===== config.mk =====
export PLATFORM = sky130hd
export DESIGN_NAME = r5fp_idiv_seq
export DESIGN_NICKNAME = d
export VERILOG_FILES = /design/src/rtl/r5fp_idiv_seq.sv
export SDC_FILE = /design/constraint.sdc
export NUM_CORES = 1
export LEC_CHECK = 0
export ABC_AREA = 1
export CAP_MARGIN = 30
export CORE_ASPECT_RATIO = 1.1
export CORE_UTILIZATION = 58
export DETAILED_ROUTE_END_ITERATION = 7
export GPL_TIMING_DRIVEN = 1
export PLACE_DENSITY = 0.82
export SYNTH_ARGS = -nofsm -noshare
export SYNTH_HDL_FRONTEND = slang
export SYNTH_SLANG_ARGS = --single-unit

===== constraint.sdc =====
create_clock -name clk -period 5.05 [get_ports clk]
set_input_delay 1.01 -clock clk [delete_from_list [all_inputs] [get_ports clk]]
set_output_delay 1.01 -clock clk [all_outputs]
set_load 0.05 [all_outputs]

===== src/rtl/r5fp_idiv_seq.sv =====
// Sequential fractional divider: quo = floor(N*2^(W-1)/D), rem = N*2^(W-1) mod D.
// Two restoring steps per cycle, W/2 busy cycles, one-cycle done pulse.
module r5fp_idiv_seq #(
    parameter int W = 26
) (
    input  logic         clk,
    input  logic         reset,
    input  logic [W-1:0] N_i,
    input  logic [W-1:0] D_i,
    input  logic         strobe_i,
    output logic [W-1:0] quo_o,
    output logic [W-1:0] rem_o,
    output logic         done_o,
    output logic         ready_o
);

    localparam int CW = $clog2(W / 2 + 1);
    localparam logic [CW-1:0] CNT_INIT = CW'(W / 2);
    localparam logic [CW-1:0] CNT_ONE  = CW'(1);

    typedef enum logic [1:0] {
        IDLE = 2'd0,
        BUSY = 2'd1,
        DONE = 2'd2
    } state_t;

    state_t         state_q, state_d;
    logic [CW-1:0]  cnt_q, cnt_d;
    logic [W-1:0]   r_q, r_d;
    logic [W-1:0]   dq_q, dq_d;
    logic [W-1:0]   qacc_q, qacc_d;
    logic [W-1:0]   quo_q, quo_d;
    logic [W-1:0]   rem_q, rem_d;

    logic [W-1:0]   r0_s, s0_s, r1_s, s1_s;
    logic [W:0]     t0_s, t1_s;
    logic           q0_s, q1_s;
    logic           accept_s;

    // Datapath: two chained restoring steps; the very first step of an op uses R unshifted
    always_comb begin
        r0_s = (cnt_q == CNT_INIT) ? r_q : {r_q[W-2:0], 1'b0};
        t0_s = {1'b0, r0_s} - {1'b0, dq_q};
        q0_s = ~t0_s[W];
        s0_s = q0_s ? t0_s[W-1:0] : r0_s;
        r1_s = {s0_s[W-2:0], 1'b0};
        t1_s = {1'b0, r1_s} - {1'b0, dq_q};
        q1_s = ~t1_s[W];
        s1_s = q1_s ? t1_s[W-1:0] : r1_s;
    end

    assign accept_s = strobe_i && ((state_q == IDLE) || (state_q == DONE));

    // Next-state and register-update logic
    always_comb begin
        state_d = state_q;
        cnt_d   = cnt_q;
        r_d     = r_q;
        dq_d    = dq_q;
        qacc_d  = qacc_q;
        quo_d   = quo_q;
        rem_d   = rem_q;
        case (state_q)
            IDLE, DONE: begin
                if (accept_s) begin
                    r_d     = N_i;
                    dq_d    = D_i;
                    qacc_d  = {W{1'b0}};
                    cnt_d   = CNT_INIT;
                    state_d = BUSY;
                end else begin
                    state_d = IDLE;
                end
            end
            BUSY: begin
                r_d    = s1_s;
                qacc_d = {qacc_q[W-3:0], q0_s, q1_s};
                cnt_d  = cnt_q - CNT_ONE;
                if (cnt_q == CNT_ONE) begin
                    quo_d   = {qacc_q[W-3:0], q0_s, q1_s};
                    rem_d   = s1_s;
                    state_d = DONE;
                end else begin
                    state_d = BUSY;
                end
            end
            default: begin
                state_d = IDLE;
            end
        endcase
    end

    // State and datapath registers with synchronous reset
    always_ff @(posedge clk) begin
        if (reset) begin
            state_q <= IDLE;
            cnt_q   <= {CW{1'b0}};
            r_q     <= {W{1'b0}};
            dq_q    <= {W{1'b0}};
            qacc_q  <= {W{1'b0}};
            quo_q   <= {W{1'b0}};
            rem_q   <= {W{1'b0}};
        end else begin
            state_q <= state_d;
            cnt_q   <= cnt_d;
            r_q     <= r_d;
            dq_q    <= dq_d;
            qacc_q  <= qacc_d;
            quo_q   <= quo_d;
            rem_q   <= rem_d;
        end
    end

    assign quo_o   = quo_q;
    assign rem_o   = rem_q;
    assign done_o  = (state_q == DONE);
    assign ready_o = (state_q == IDLE) || (state_q == DONE);

endmodule


==> results.md, run 1 <==
* Vias in the first global route at 9894
* End of the critical path: r_q[1]
* Slew of the pin with the lowest slew margin at 939 ps
* Die ar. at 17100 um2
* Nets at 1792
* Clk slew on worst S/H paths at 70 ps
* Area growth, synth to finish at 24.1%
* Worst Skew at 10.8 ps
* Startpoint types: flop
* Syn. warnings at 0
* Post-synthesis net count at 1682
* I/O pin count at 109
* Mapped Cells at 1572
* CTS tree: done
* Crit path launch: cnt_q[1]
* Hold WC Path Type: reg2reg
* CTS max path bufs at 2
* First-pass GRT wire length at 49000 um
* Final min period at 4930 ps
* Routed WL at 32800 um
* Clk sink count at 134
* Yosys reg bits at 134
* Vert. Die Dim at 137 um
* 1st-iter DRT viols at 1008
* CP peak stage delay at 460 ps
* Layout cells sized above 1 at 10.1%
* Worst-Skew Late Latency at 430 ps
* Antenna viol nets, final at 0
* Synthesized area per cell at 6.13 um2
* GRT overflow at 0
* Reg-to-reg critical path startpoint: cnt_q[1]
* Cell variety after synth at 43
* DRC viols at 0
* Starting Density at 59.1%
* R2R setup slack at 120 ps
* Root buf cell: clkbuf_16
* Post-synth EDFFs at 0
* Area of the multi-input gates at 6040 um2
* Rows at 49
* Final std cells w/o fill at 1901
* Final worst path period share at 97.7%
* Largest net degree at the start of global routing at 56
* Achievable Freq at 203 MHz
* Post-synth top flop: dfxtp_1
* Smallest hold slack at 466 ps
* Die width at 125 um
* Most frequent cells in the layout: 522 x nand2_1, 224 x inv_1, 134 x dfxtp_1, 128 x nand3_1, 113 x a21oi_1
* Critical Path Fanout Max at 14
* Hpwl dp at 23900 um
* Worst r2r dst: r_q[1]
* Initial antenna violation count at 2
* Status: completed
* Share of the synthesized area in the top cell type at 27.8%
* Most common cell after layout, fill and taps aside: nand2_1
* Share of flip-flops with an asynchronous set or reset at 0%
* Mapped Area at 9640 um2
* R2R depth at 27
* Port Buf Inserts at 108
* Ranking of synthesized cells by area: dfxtp_1 28%, nand2_1 21%, inv_1 8.8%
* Critical path's most frequent cell: nand2_1
* CP Data Required Time at 5330 ps
* DP Cell Count at 1846
* Routed WL per cell at 17.2 um
* First-pass detailed-route iteration total at 5
* Slew headroom at 37.3%
* Crit-path slowest cell: o31ai_1
* CTS buffer count at 17
* Post-CTS Hold Fix Bufs at 0
* Sequential fraction of the synthesis area at 27.8%
* Final Hold Viols at 0
* FILL cells at 1361
* H-tree depth at 4
* Max Transition Viols Final at 0
* DR vias at 10700
* Via density at 5.62
* Gr usage total at 37.0%
* Final Setup Violations at 0
* Most area-hungry cell type in the Yosys netlist: dfxtp_1
* CP Data Arrival Time at 5210 ps
* Total core area at 16300 um2
* Path type of the worst setup path: reg2reg
* Reg area at 2680 um2
* WHS Path Cells at 2
* Final Wtd Congestion at 1.02
* Max Cap Viol at 0
* Crit path capture type: flop
[worst min path at each step]
| stage | from | end | slack (ps) |
|---|---|---|---|
| 3_3_place_gp | qacc_q[23] | qacc_q[23] | 450 |
| 2_1_floorplan | qacc_q[13] | quo_o[15] | 440 |
| 6_report | qacc_q[5] | quo_o[7] | 470 |
| 5_1_grt | qacc_q[11] | quo_o[13] | 490 |
| 4_1_cts | qacc_q[0] | quo_o[2] | 470 |
| 3_5_place_dp | qacc_q[0] | quo_o[2] | 460 |
[metal layers]
layer / part of all wire, % / routed length [um] / up-vias / GRT usage, %
met5: 0.18 / 58 / - / 0
met4: 4.6 / 1510 / 2 / 18.2
met3: 8.2 / 2700 / 114 / 8.82
met2: 47 / 15400 / 489 / 63.6
met1: 40 / 13200 / 4867 / 43.8
li1: - / - / 5214 / -
[critical path: cells and delay by family, from the launching register on]
family          cells  cell delay [ps]
buf+inv             6              900
simple gates       15             1840
compound gates      3              850
fa+ha+maj           3              870
flops               1              300
[synth_stat cells (2+ instances only)]
| master | n |
|---|---|
| ha_1 | 53 |
| xor2_1 | 14 |
| nor2_4 | 2 |
| dfxtp_1 | 134 |
| a31oi_1 | 9 |
| nand3_2 | 19 |
| inv_2 | 5 |
| nor2_1 | 77 |
| xnor2_1 | 10 |
| a21oi_2 | 3 |
| nand2_2 | 8 |
| inv_1 | 225 |
| inv_4 | 2 |
| nor2_2 | 4 |
| nand4_1 | 18 |
| clkinv_1 | 4 |
| nand3b_1 | 6 |
| nor3_1 | 4 |
| o21ai_0 | 101 |
| buf_1 | 4 |
| clkbuf_1 | 37 |
| o31ai_1 | 2 |
| o21a_1 | 6 |
| a21oi_1 | 117 |
| nand2_1 | 529 |
| o21bai_1 | 5 |
| or2_2 | 2 |
| buf_2 | 5 |
| o21ai_1 | 5 |
| buf_4 | 3 |
| nand3_1 | 129 |
| and2_1 | 13 |
| fa_1 | 2 |
| buf_6 | 5 |
| nand3_4 | 2 |
[flip-flops by register name, summed over array words and instances (netlist names)]
signal,flops
state_q,2
qacc_q,24
rem_o,26
r_q,26
dq_q,26
quo_o,26
cnt_q,4
[kinds of logic after synthesis]
| kind of cell | share of synthesized area (%) |
|---|---|
| xor gates and xnor gates | 2.18 |
| buffers and inverters | 12.1 |
| and+or+nand+nor | 37.0 |
| DFF | 27.8 |
| AOI/OAI and AO/OA | 13.6 |
| adders and majority gates | 7.29 |
[metrics by stage]
step           util (%)  TNS, ps  worst slack, ps  area [um2]
2_1_floorplan         -        0              974        9640
3_3_place_gp       66.6     -936             -102       10900
3_5_place_dp       66.6    -4310             -252       10900
4_1_cts            70.8        0             18.7       11500
5_1_grt            73.3     -120            -35.0       12000
6_report           73.3        0              117       12000
[final cells by class]
class	instances	share of cell area (%)
multi-input cells	1148	50.5
flip-flops and latches	134	22.4
clock inverters	15	1.62
repair buffers	144	12.1
well taps	204	2.13
clock buffers	17	3.56
repair inverters	1	0.0732
inverters	236	7.53
diodes	2	0.0418
[repair_timing]
action / in CTS / in global routing
buffers inserted: 6 / 10
endpoints found under the setup margin: 46 / 54
resized for setup: 11 / 78
pin swaps: 2 / 10
cloned: 0 / 5
Power of run 1 is left out: the tool's default activity adds up to more than one toggle a clock period on the data nets, which glitch-free logic cannot reach.
==> run 2, diff against run 1 <==
Settings changed: CORE_ASPECT_RATIO 1.1 to not set.
==> run 2 against run 1 <==
  * Clock skew down 2.0 ps
  * Sequential share of layout area up 0.40 points
  * Global-route usage up 0.39 points
  * Worst setup slack better by 86 ps
  * Cell count about the same
  * Register-to-register slack better by 90 ps
  * Critical endpoint unchanged
  * Largest cell class unchanged
==> results.md, run 2 (synthesized netlist as in run 1, its figures left out) <==
* Hold WC Path Type: reg2reg
* Nets at 1783 (-0.50%)
* FILL cells at 1378 (+1.2%)
* Final worst path period share at 96.0% (-1.7 points)
* DRC viols at 0 (unchanged)
* Vert. Die Dim at 131 um (-4.6%)
* Ant diodes at 0 (-2)
* Final Wtd Congestion at 1.03 (+0.17%)
* Port Buf Inserts at 108 (unchanged)
* Root buf cell: clkbuf_16
* Area growth, synth to finish at 21.9%
* Routed WL per cell at 17.1 um (-0.57%)
* Max Transition Viols Final at 0 (unchanged)
* Layout cells sized above 1 at 8.60% (-1.5 points)
* Final Hold Viols at 0 (unchanged)
* DP Cell Count at 1856 (+0.54%)
* Crit path capture type: flop
* Path type of the worst setup path: reg2reg
* H-tree depth at 4 (unchanged)
* Final Setup Violations at 0 (unchanged)
* GRT overflow at 0 (unchanged)
* Routed WL at 32600 um (-0.52%)
* Clk slew on worst S/H paths at 60 ps (about the same)
* Final min period at 4850 ps (-85.8 ps)
* Worst slack at placement at 133 ps (+385 ps)
* Most common cell after layout, fill and taps aside: nand2_1
* Critical Path Fanout Max at 26 (+12)
* Reg area at 2680 um2 (unchanged)
* Worst Skew at 8.81 ps (-2.00 ps)
* Vias in the first global route at 9531 (-3.7%)
* Post-CTS Hold Fix Bufs at 0 (unchanged)
* Final std cells w/o fill at 1902 (+0.053%)
* Slew of the pin with the lowest slew margin at 919 ps (-19.7 ps)
* CTS buffer count at 17 (unchanged)
* Setup TNS at 0 ps (unchanged)
* Smallest hold slack at 465 ps (-0.642 ps)
* Antenna viol nets, final at 0 (unchanged)
* Setup ws final at 203 ps (+85.8 ps)
* CTS tree: done
* I/O pin count at 109 (unchanged)
* Via density at 5.63 (about the same)
* Total core area at 16100 um2 (-1.5%)
* CTS max path bufs at 2 (unchanged)
* Most frequent cells in the layout: 526 x nand2_1, 225 x inv_1, 134 x dfxtp_1, 125 x nand3_1, 115 x a21oi_1
* First-pass detailed-route iteration total at 6 (+1)
* Clk sink count at 134 (unchanged)
* Hpwl dp at 23400 um (-2.0%)
* 1st-iter DRT viols at 1122 (+11%)
* Die ar. at 17100 um2 (about the same)
* Die width at 131 um (+4.8%)
* Starting Density at 60.0% (+0.92 points)
* RSZ-0062 raised after global routing: true
* Area of the multi-input gates at 5940 um2 (-1.7%)
* Gr usage total at 37.4% (+0.39 points)
* Max Cap Viol at 0 (unchanged)
* First-pass GRT wire length at 48500 um (-0.87%)
* CP Data Required Time at 5340 ps (about the same)
* Startpoint types: flop
* Status: completed
* DR vias at 10700 (+0.12%)
* Slew headroom at 38.7% (+1.3 points)
* Achievable Freq at 206 MHz (+1.8%)
* Worst-Skew Late Latency at 430 ps (about the same)
* Rows at 46 (-6.1%)
* Largest net degree at the start of global routing at 55 (-1.8%)
* CP Data Arrival Time at 5130 ps (-80 ps)
* Initial antenna violation count at 0 (-2)
## run 2: changes by cell type in the layout (fill, tap and decap cells not counted), moves of 5 or more
cell and change:
inv_8 -7, buf_4 -6, ha_4 -6, ha_1 +5
o21ai_0 +5
## run 2: routing by layer
metal / up-vias / GRT usage [%] / part of all wire, % / wire (um)
li1: 5214 / - / - / -
met2: 575 / 60.8 / 45 / 14700
met5: - / 0 / 0 / 0
met4: 0 / 17.4 / 3.5 / 1150
met1: 4836 / 47.8 / 43 / 14000
met3: 74 / 7.21 / 8.5 / 2790
## run 2: timing repair
item | in CTS | in global routing
setup buffers | 0 | 10
resized for setup | 0 | 55
setup endpoints to repair | 0 | 52
## run 2: cell type report
cell class,instances,share of cell area (%)
clock inverters,13,1.35
well taps,216,2.30
clock buffers,19,3.68
multi-input cells,1148,50.5
repair buffers,136,11.7
inverters,236,7.60
flip-flops and latches,134,22.8
## run 2: path summary, 6_finish.rpt
check               endpoint        from  cells past startpoint  slack (ps)
setup / recovery      r_q[1]    cnt_q[1]                     27         200
hold / removal    qacc_q[23]  qacc_q[23]                      2         470
setup reg to reg      r_q[1]    cnt_q[1]                     27         200
hold reg to reg   qacc_q[23]  qacc_q[23]                      2         470
## run 2: worst max-delay path, stage by stage (launching register included)
cell and delay [ps]:
dfxtp_1 300, inv_1 110, ha_2 220, nand3_4 140
buf_12 200, nand2_1 80, o21ai_1 150, ha_1 420
nand2_1 130, nor2_2 230, and2_1 200, nand3b_1 180
nand3_1 140, nand2_1 60, nand3_1 170, nand2_1 80
ha_1 390, nand2_1 140, nor2_1 170, nand2_1 120
inv_1 70, nand2_1 130, nand2_2 160, nor2_8 80
buf_4 150, or2_2 290, nand3_1 70, a21oi_1 80
## run 2: through the flow
step	util (%)	instance area, um2
floorplan	-	9640
global placement	67.7	10900
detailed placement	67.7	10900
CTS	71.4	11500
global route	73.2	11800
finish	73.2	11800
Power of run 2 is left out for the same reason.
